File: src/rtl/decode_pkg.sv
// Shared decode definitions: instruction field positions, register address
// width, the immediate-form selector bit and the decoded bundle handed to
// the execute stage. Also imported by the execute-stage wrapper.
package decode_pkg;

  localparam int DATA_W = 32;
  localparam int AW     = 5;

  localparam int OPC_HI = 31;
  localparam int OPC_LO = 25;
  localparam int RD_HI  = 24;
  localparam int RD_LO  = 20;
  localparam int RS_HI  = 19;
  localparam int RS_LO  = 15;
  localparam int RT_HI  = 14;
  localparam int RT_LO  = 10;
  localparam int SH_HI  = 9;
  localparam int SH_LO  = 5;
  localparam int FS_HI  = 3;
  localparam int FS_LO  = 0;
  localparam int IMM_W  = 15;
  localparam int IMM_BIT = 6;   // opcode[6] selects the immediate form

  typedef struct packed {
    logic [6:0]        opcode;
    logic [3:0]        fs;
    logic [4:0]        sh;
    logic [AW-1:0]     rd;
    logic [DATA_W-1:0] busA;
    logic [DATA_W-1:0] busB;
  } decode_bundle_t;

  function automatic logic [DATA_W-1:0] sext_imm(input logic [IMM_W-1:0] imm);
    return {{(DATA_W-IMM_W){imm[IMM_W-1]}}, imm};
  endfunction

endpackage

File: src/rtl/reg_file_2r1w.sv
// Register file: two asynchronous read ports, one synchronous write port.
// r0 reads as zero and ignores writes; every register clears on reset.
// Ports:
//   clk, rst_n          clock, async active-low reset
//   ra_addr / ra_data   read port A
//   rb_addr / rb_data   read port B
//   we, wa, wd          write enable, address, data
module reg_file_2r1w #(
  parameter int DW   = 32,
  parameter int NREG = 32,
  parameter int AW   = 5
) (
  input  logic          clk,
  input  logic          rst_n,
  input  logic [AW-1:0] ra_addr,
  output logic [DW-1:0] ra_data,
  input  logic [AW-1:0] rb_addr,
  output logic [DW-1:0] rb_data,
  input  logic          we,
  input  logic [AW-1:0] wa,
  input  logic [DW-1:0] wd
);

  logic [DW-1:0] mem [NREG];

  always_ff @(posedge clk or negedge rst_n) begin
    if (!rst_n) begin
      for (int i = 0; i < NREG; i++) mem[i] <= '0;
    end else if (we && (wa != '0)) begin
      mem[wa] <= wd;
    end
  end

  assign ra_data = (ra_addr == '0) ? '0 : mem[ra_addr];
  assign rb_data = (rb_addr == '0) ? '0 : mem[rb_addr];

endmodule

File: src/rtl/inst_decode.sv
// Decode / register-read stage. Splits the instruction, reads operands
// (with writeback bypass), tracks outstanding destinations in a scoreboard
// and registers the decoded bundle for the execute stage.
// Ports:
//   clk, rst_n                    clock, async active-low reset
//   in_valid, in_inst, in_ready   instruction handshake from fetch
//   out_valid, out_ready          bundle handshake to execute
//   busA, busB, opcode, fs, sh    decoded operands and control
//   out_rd                        destination register for writeback
//   wb_en, wb_addr, wb_data       writeback port
module inst_decode
  import decode_pkg::*;
#(
  parameter int DW   = 32,
  parameter int NREG = 32
) (
  input  logic          clk,
  input  logic          rst_n,
  input  logic          in_valid,
  input  logic [31:0]   in_inst,
  output logic          in_ready,
  output logic          out_valid,
  input  logic          out_ready,
  output logic [DW-1:0] busA,
  output logic [DW-1:0] busB,
  output logic [6:0]    opcode,
  output logic [3:0]    fs,
  output logic [4:0]    sh,
  output logic [4:0]    out_rd,
  input  logic          wb_en,
  input  logic [4:0]    wb_addr,
  input  logic [DW-1:0] wb_data
);

  logic [6:0]    f_opc;
  logic [AW-1:0] f_rd, f_rs, f_rt;
  logic [4:0]    f_sh;
  logic [3:0]    f_fs;
  logic          is_imm;
  logic          unused_inst4;

  assign f_opc  = in_inst[OPC_HI:OPC_LO];
  assign f_rd   = in_inst[RD_HI:RD_LO];
  assign f_rs   = in_inst[RS_HI:RS_LO];
  assign f_rt   = in_inst[RT_HI:RT_LO];
  assign f_sh   = in_inst[SH_HI:SH_LO];
  assign f_fs   = in_inst[FS_HI:FS_LO];
  assign is_imm = f_opc[IMM_BIT];
  assign unused_inst4 = in_inst[4];

  logic [DW-1:0] rf_a, rf_b;

  reg_file_2r1w #(.DW(DW), .NREG(NREG), .AW(AW)) u_rf (
    .clk     (clk),
    .rst_n   (rst_n),
    .ra_addr (f_rs),
    .ra_data (rf_a),
    .rb_addr (f_rt),
    .rb_data (rf_b),
    .we      (wb_en),
    .wa      (wb_addr),
    .wd      (wb_data)
  );

  logic [NREG-1:0] pending, pending_d;
  logic wb_hit_rs, wb_hit_rt, wb_hit_rd;
  logic hazard, accept;
  logic [DW-1:0] opa, opb;

  assign wb_hit_rs = wb_en && (wb_addr == f_rs);
  assign wb_hit_rt = wb_en && (wb_addr == f_rt);
  assign wb_hit_rd = wb_en && (wb_addr == f_rd);

  // A writeback landing this cycle resolves the hazard on its register, so
  // the dependent instruction can be accepted with the bypassed value.
  // Computed without in_valid so that in_ready never depends on in_valid.
  assign hazard = (pending[f_rs] && !wb_hit_rs)
               || (!is_imm && pending[f_rt] && !wb_hit_rt)
               || (pending[f_rd] && !wb_hit_rd);

  assign in_ready = !hazard && (!out_valid || out_ready);
  assign accept   = in_valid && in_ready;

  assign opa = ((f_rs != '0) && wb_hit_rs) ? wb_data : rf_a;
  assign opb = is_imm ? sext_imm(in_inst[IMM_W-1:0])
             : (((f_rt != '0) && wb_hit_rt) ? wb_data : rf_b);

  // Clear first, then set, so a same-cycle accept to the register being
  // written back leaves the new write outstanding.
  always_comb begin
    pending_d = pending;
    if (wb_en) pending_d[wb_addr] = 1'b0;
    if (accept && (f_rd != '0)) pending_d[f_rd] = 1'b1;
    pending_d[0] = 1'b0;
  end

  decode_bundle_t bundle_d, bundle_q;

  always_comb begin
    bundle_d        = '0;
    bundle_d.opcode = f_opc;
    bundle_d.fs     = f_fs;
    bundle_d.sh     = f_sh;
    bundle_d.rd     = f_rd;
    bundle_d.busA   = opa;
    bundle_d.busB   = opb;
  end

  always_ff @(posedge clk or negedge rst_n) begin
    if (!rst_n) begin
      out_valid <= 1'b0;
      bundle_q  <= '0;
      pending   <= '0;
    end else begin
      pending <= pending_d;
      if (accept) begin
        bundle_q  <= bundle_d;
        out_valid <= 1'b1;
      end else if (out_ready) begin
        out_valid <= 1'b0;
      end
    end
  end

  assign busA   = bundle_q.busA;
  assign busB   = bundle_q.busB;
  assign opcode = bundle_q.opcode;
  assign fs     = bundle_q.fs;
  assign sh     = bundle_q.sh;
  assign out_rd = bundle_q.rd;

endmodule
File: config.mk
export PLATFORM = sky130hd
export DESIGN_NAME = inst_decode
export DESIGN_NICKNAME = d
export VERILOG_FILES = /design/src/rtl/decode_pkg.sv /design/src/rtl/reg_file_2r1w.sv /design/src/rtl/inst_decode.sv
export SDC_FILE = /design/constraint.sdc
export NUM_CORES = 2
export LEC_CHECK = 0
export CAP_MARGIN = 10
export CORE_ASPECT_RATIO = 1.75
export CORE_MARGIN = 8
export CORE_UTILIZATION = 30
export CTS_CLUSTER_SIZE = 25
export DETAILED_ROUTE_END_ITERATION = 7
export PLACE_DENSITY = 0.51
export SETUP_SLACK_MARGIN = 0.4
export SLEW_MARGIN = 15
export SYNTH_ARGS = -nofsm -noshare
export SYNTH_HDL_FRONTEND = slang
export SYNTH_SLANG_ARGS = --single-unit
File: constraint.sdc
create_clock -name clk -period 5.5 [get_ports clk]
set_input_delay 1.1 -clock clk [delete_from_list [all_inputs] [get_ports clk]]
set_output_delay 1.1 -clock clk [all_outputs]
set_load 0.05 [all_outputs]
== Yosys cells after proc, flatten, opt, wreduce, memory -nomap -nowiden ==
Cells that the tools add are included.

* Bitwise logic cells: 6
* Order comparisons: 10
* Divide/modulo/power cells: 0
* Add/subtract/negate cells: 0
* $mul: 0
* Reductions and logical operators: 32
* Shifts and indexed selects: 0
* Eq/ne operators: 3
* Mux-type cells: 28

{| class="wikitable"
|+ Operator list
! operator !! number
|-
| 1024-bit bitwise mux || 1
|-
| 32-bit two-way mux || 12
|-
| 32-bit binary-select mux with 5-bit select || 2
|-
| 32-bit demux with 5-bit select || 1
|-
| 32-bit AND || 1
|-
| 32-bit NOT || 1
|-
| 32-bit OR || 1
|-
| 5-bit by 6-bit < comparator with 1-bit output (second input constant) || 4
|-
| 5-bit nonzero test || 4
|-
| 6-bit greater-or-equal comparator (second input constant) || 3
|-
| 5-bit NOT with 6-bit output || 3
|-
| 1-bit logical AND || 16
|-
| 1-bit binary-select mux with 5-bit select || 3
|-
| 5-bit == test || 3
|-
| 1-bit demux with 5-bit select || 2
|-
| 5-bit by 1-bit greater-or-equal comparator with 1-bit output (second input constant) || 2
|-
| 5-bit zero test || 2
|-
| 1-bit two-way mux || 7
|-
| 1-bit zero test || 6
|-
| 6-bit by 1-bit < comparator with 1-bit output (second input constant) || 1
|-
| 1-bit logical OR || 3
|-
| 2-bit nonzero test || 1
|}

* Bits of input ports: 74
* Memories kept: 0
* Bits in writable memories: 0
* Output and inout bits: 87
* Word-level logic and storage cells: 119
* Bits in latches: 0
* Flip-flop bits (word level): 1,141
* ROM bits: 0

== Longest topological paths before layout ==
* Depth in word-level cells: 11
* Mapped depth: 13

== Modules after synthesis ==
From an unflattened synthesis, not the netlist that was laid out.

* Cells, all modules: 4,225
* Area, all modules: 61,046.0 µm²

{| class="wikitable"
|+ By module, submodules not included
! module !! area an instance (µm²) !! seq. area each (µm²) !! cells each !! instances
|-
| reg_file_2r1w || 54,478.5 || 25,624.6 || 3,667 || 1
|-
| inst_decode || 6,567.5 || 2,927.8 || 558 || 1
|}

== Worst setup path before layout ==
No wires, ideal clock.

* Path type: input to output
* Start: in in_inst[21]
* End: out in_ready
* Buffers on the path: 2
* Data arrival time: 3.379 ns
* Data required time: 4.400 ns
* Path slack: 1.021 ns
* Cell stages on the path: 8
* Cell sequence: buf_2 -> buf_2 -> mux4_2 -> a311oi_1 -> o2111ai_1 -> nand2_1 -> nand2_1 -> nor3_1

* Cells in the longest elaborated chain, start to end: 7
* Elaborated cells on any way between the ends: 9

{| class="wikitable"
|+ RTL lines
! element !! line !! RTL
|-
| start: declaration || inst_decode.sv:20 || <nowiki>input logic [31:0] in_inst,</nowiki>
|-
| parallel branches: the longest is 3 deep, another holds 1-bit binary-select mux with 5-bit select || - ||
|-
| 1-bit logical AND (*) || inst_decode.sv:79 || <nowiki>|| (pending[f_rd] && !wb_hit_rd);</nowiki>
|-
| 1-bit logical OR (*) || inst_decode.sv:79 ||
|-
| 1-bit zero test (*) || inst_decode.sv:81 || <nowiki>assign in_ready = !hazard && (!out_valid || out_ready);</nowiki>
|-
| 1-bit logical AND (*) || inst_decode.sv:81 ||
|-
| end: declaration || inst_decode.sv:21 || <nowiki>output logic in_ready,</nowiki>
|}

Every way passes the cells marked *. The select of a mux whose other input is x is not followed.

== Final worst setup path ==
* Start: in wb_addr[2]
* End: out in_ready

* Cells in the longest elaborated chain, start to end: 8
* Elaborated cells on any way between the ends: 16

{| class="wikitable"
|+ RTL lines
! element !! line !! RTL
|-
| start: declaration || inst_decode.sv:31 || <nowiki>input logic [4:0] wb_addr,</nowiki>
|-
| 5-bit == test (on tied branches) || inst_decode.sv:70, inst_decode.sv:71 ||
|-
| 1-bit logical AND (on tied branches) || inst_decode.sv:70, inst_decode.sv:71 ||
|-
| 1-bit zero test (on tied branches) || inst_decode.sv:77, inst_decode.sv:78 ||
|-
| 1-bit logical AND (on tied branches) || inst_decode.sv:77, inst_decode.sv:78 ||
|-
| 1-bit logical OR || inst_decode.sv:78 || <nowiki>|| (!is_imm && pending[f_rt] && !wb_hit_rt)</nowiki>
|-
| 1-bit logical OR (*) || inst_decode.sv:79 ||
|-
| 1-bit zero test (*) || inst_decode.sv:81 ||
|-
| 1-bit logical AND (*) || inst_decode.sv:81 ||
|}

Mark *: on every way between the ends. The rest lies on a longest branch, timed or not.

==> results.yml <==
status:
  status: "complete, no violations"
critical_path:
  crit_arrival_ns: 3.89
  r2r_end: "out_rd[1]"
  worstPathRequired_ns: 4.40
  start_kind: "input port"
  crit_path_max_fanout: 11
  critPathKind: "input port to output port"
  worstRegToRegCells: 6
  reg2reg_slack_ns: 2.28
  reg2reg_from: "pending[7]"
  cp-end-kind: "output port"
floorplan:
  rows: 218
  fp.dieH_um: 610.7
  ios: 161
  die_area_mm2: 0.2173
  die_w_um: 355.9
  initial_core_util_pct: 30.12
  coreArea_mm2: 0.2013
sta:
  fin_skew_ns: 0.03751
  slew_viol_final: 0
  setup_slack_ns: 0.5060
  relSlewSlack_pct: 20.15
  finalSetupViolations: 0
  hold_slack_ns: 0.3964
  period_share_pct: 90.80
  rsz0062_at_grt: "false"
  max_freq_mhz: 200.2
  fin_setup_tns_ns: 0
  tightest_slew_ns: 1.195
  period_minus_slack_ns: 4.994
  hold_violations: 0
synthesis:
  yosysTopAreaCellShare_pct: 47.09
  yosysWarnings: 0
  yosysUniqueCellTypes: 54
  synth_cells: 4322
  synth_top_cell_by_area: "dfrtp_1"
  synth_edf_count: 0
  ys_top_cells_by_area: "dfrtp_1, mux2_2, mux4_2, mux2i_1, clkbuf_1"
  syn_area_mm2: 0.06064
  async_flop_share_pct: 100.0
  seq_area_frac_synth_pct: 47.09
  synth_nets: 4396
  ys_ff_latch: 1141
  synth-main-ff-cell: "dfrtp_1"
  synth.avg_cell_area_um2: 14.03
clocking:
  htreeDepth: 3
  cts_tree: "built"
  cts_root_buffer: "clkbuf_16"
  cts_made_buffers: 115
  post-cts-setup-buffers: 0
  ctsHoldBuffers: 0
  clock_path_buffers: 3
  post_cts_resized: 0
  cts.sinks: 1141
  worstSkewPairLatency_ns: 0.75
  path_clk_slew_ns: 0.06
finish:
  area_delta_synth_final_pct: 14.54
  drive_above_1_share_pct: 45.41
  stdcell_count: 7029
  final_nets: 4362
placed_design:
  dp_slack_ns: 0.5727
  gp_congestion: 0.8308
  hpwl_um: 133700
  dp.cells: 6811
  io_buffers: 160
route:
  vias: 40040
  drt_iter0_drc: 3096
  wl_um: 222200
  drt-pass1-iter-count: 8
  ant_nets: 0
  detail_route.wl_per_cell_um: 31.62
  vias_per_cell: 5.697
  drc_errors: 0
global_routing:
  grt_max_degree: 140
  grt_pass1_wl_um: 320300
  grt_overflow: 0
  antenna_found_initial: 10
  grt_pass1_vias: 42400
  track_usage_pct: 20.07
flow_run:
  cap_violations: 0
min_path:
  hp-class: "input port to async pin"
pwr:
  power_density_mw_per_mm2: 378.6
  ir_drop_v: 0.0002544
  fin_total_pwr_mw: 26.29
  p_leak_nw: 29.15
-- cell usage after synthesis (17+ instances only) --
library cell / n
a211oi_1: 30
a21boi_0: 17
a21oi_1: 81
a221oi_1: 49
a22o_1: 19
a22oi_1: 54
a32o_1: 31
buf_1: 60
buf_2: 79
buf_4: 21
clkbuf_1: 307
dfrtp_1: 1141
inv_1: 23
mux2_2: 1118
mux2i_1: 211
mux4_2: 433
nand2_1: 161
nand3_1: 24
nor2_1: 112
nor2b_1: 29
o21ai_0: 108
o221ai_1: 36
o22ai_1: 21
-- registers in the layout (all words and copies together), names as in the netlist, 4 cells and up --
signal	cells
busA	32
busB	32
fs	4
opcode	7
out_rd	5
pending	31
sh	5
u_rf.mem	1024
-- worst max path at each step --
stage                     start       end  slack [ns]  cells after the start
finish               wb_addr[2]  in_ready        0.51                     10
global route        in_inst[22]  in_ready        0.45                     10
CTS                  wb_addr[2]  in_ready        0.55                     10
detailed placement   wb_addr[2]  in_ready        0.57                     10
global placement    in_inst[21]  in_ready        0.28                     11
floorplan           in_inst[21]  in_ready        1.02                      8
-- kinds of logic (layout without fill, tap and decap cells) --
kind of cell           after synthesis  count (layout)  share of synthesized area, %
AND/OR/NAND/NOR                    393             393                         2.907
buffers and inverters              505             570                         3.611
AO/OA/AOI/OAI                      506             506                         5.850
XOR/XNOR                            15              15                        0.2167
flip-flops                        1141            1141                         47.09
other                                0               2                             0
multiplexers                      1762            1762                         40.33
-- power by group --
group          internal (mW)  leakage (nW)  total, mW  switching [mW]
Sequential              10.1          14.6       11.4            1.29
Combinational           3.31          12.6       6.42            3.10
Clock                   4.78          1.96       8.48            3.69
-- through the flow --
step,cell area [µm²],util (%)
2_1_floorplan,60640,-
3_3_place_gp,65480,32.53
3_5_place_dp,65480,32.53
4_1_cts,69490,34.52
5_1_grt,69450,34.50
6_report,69450,34.50
-- routing by layer --
metal,share of wire (%),GRT usage [%]
met1,39,24.27
met4,5.4,9.509
met3,4.6,2.729
met2,51,35.20
met5,0.012,0
-- layout by cell type, fill, tap and decap left out, types with 30 or more instances in the layout --
master | netlist | routed
dfrtp_1 | 1141 | 1141
mux2_2 | 1118 | 1118
mux4_2 | 433 | 433
mux2i_1 | 211 | 211
nand2_1 | 161 | 146
buf_4 | 21 | 139
clkdlybuf4s50_1 | 0 | 138
clkbuf_16 | 0 | 116
o21ai_0 | 108 | 107
nor2_1 | 112 | 92
a21oi_1 | 81 | 81
a22oi_1 | 54 | 54
a221oi_1 | 49 | 49
buf_12 | 0 | 39
o221ai_1 | 36 | 36
a32o_1 | 31 | 31
a211oi_1 | 30 | 30
-- cell type report --
cell class                      count  area (µm²)
Antenna cell                        2       5.005
Clock buffer                      167        3364
Clock inverter                     49       644.4
Fill cell                       19660      131800
Inverter                           23       88.84
Multi-Input combinational cell   2676       30160
Sequential cell                  1141       28550
Tap cell                         2640        3303
Timing Repair Buffer              331        3331
-- worst max-delay path, cell delays in order --
cell	delay, ns
clkdlybuf4s50_1	0.61
buf_4	0.24
xnor2_1	0.09
nand4_1	0.26
nor2_1	0.16
a311o_1	0.37
nor3_1	0.48
nor3_1	0.22
buf_4	0.20
buf_12	0.14
Power figures use the tool's default switching activity.
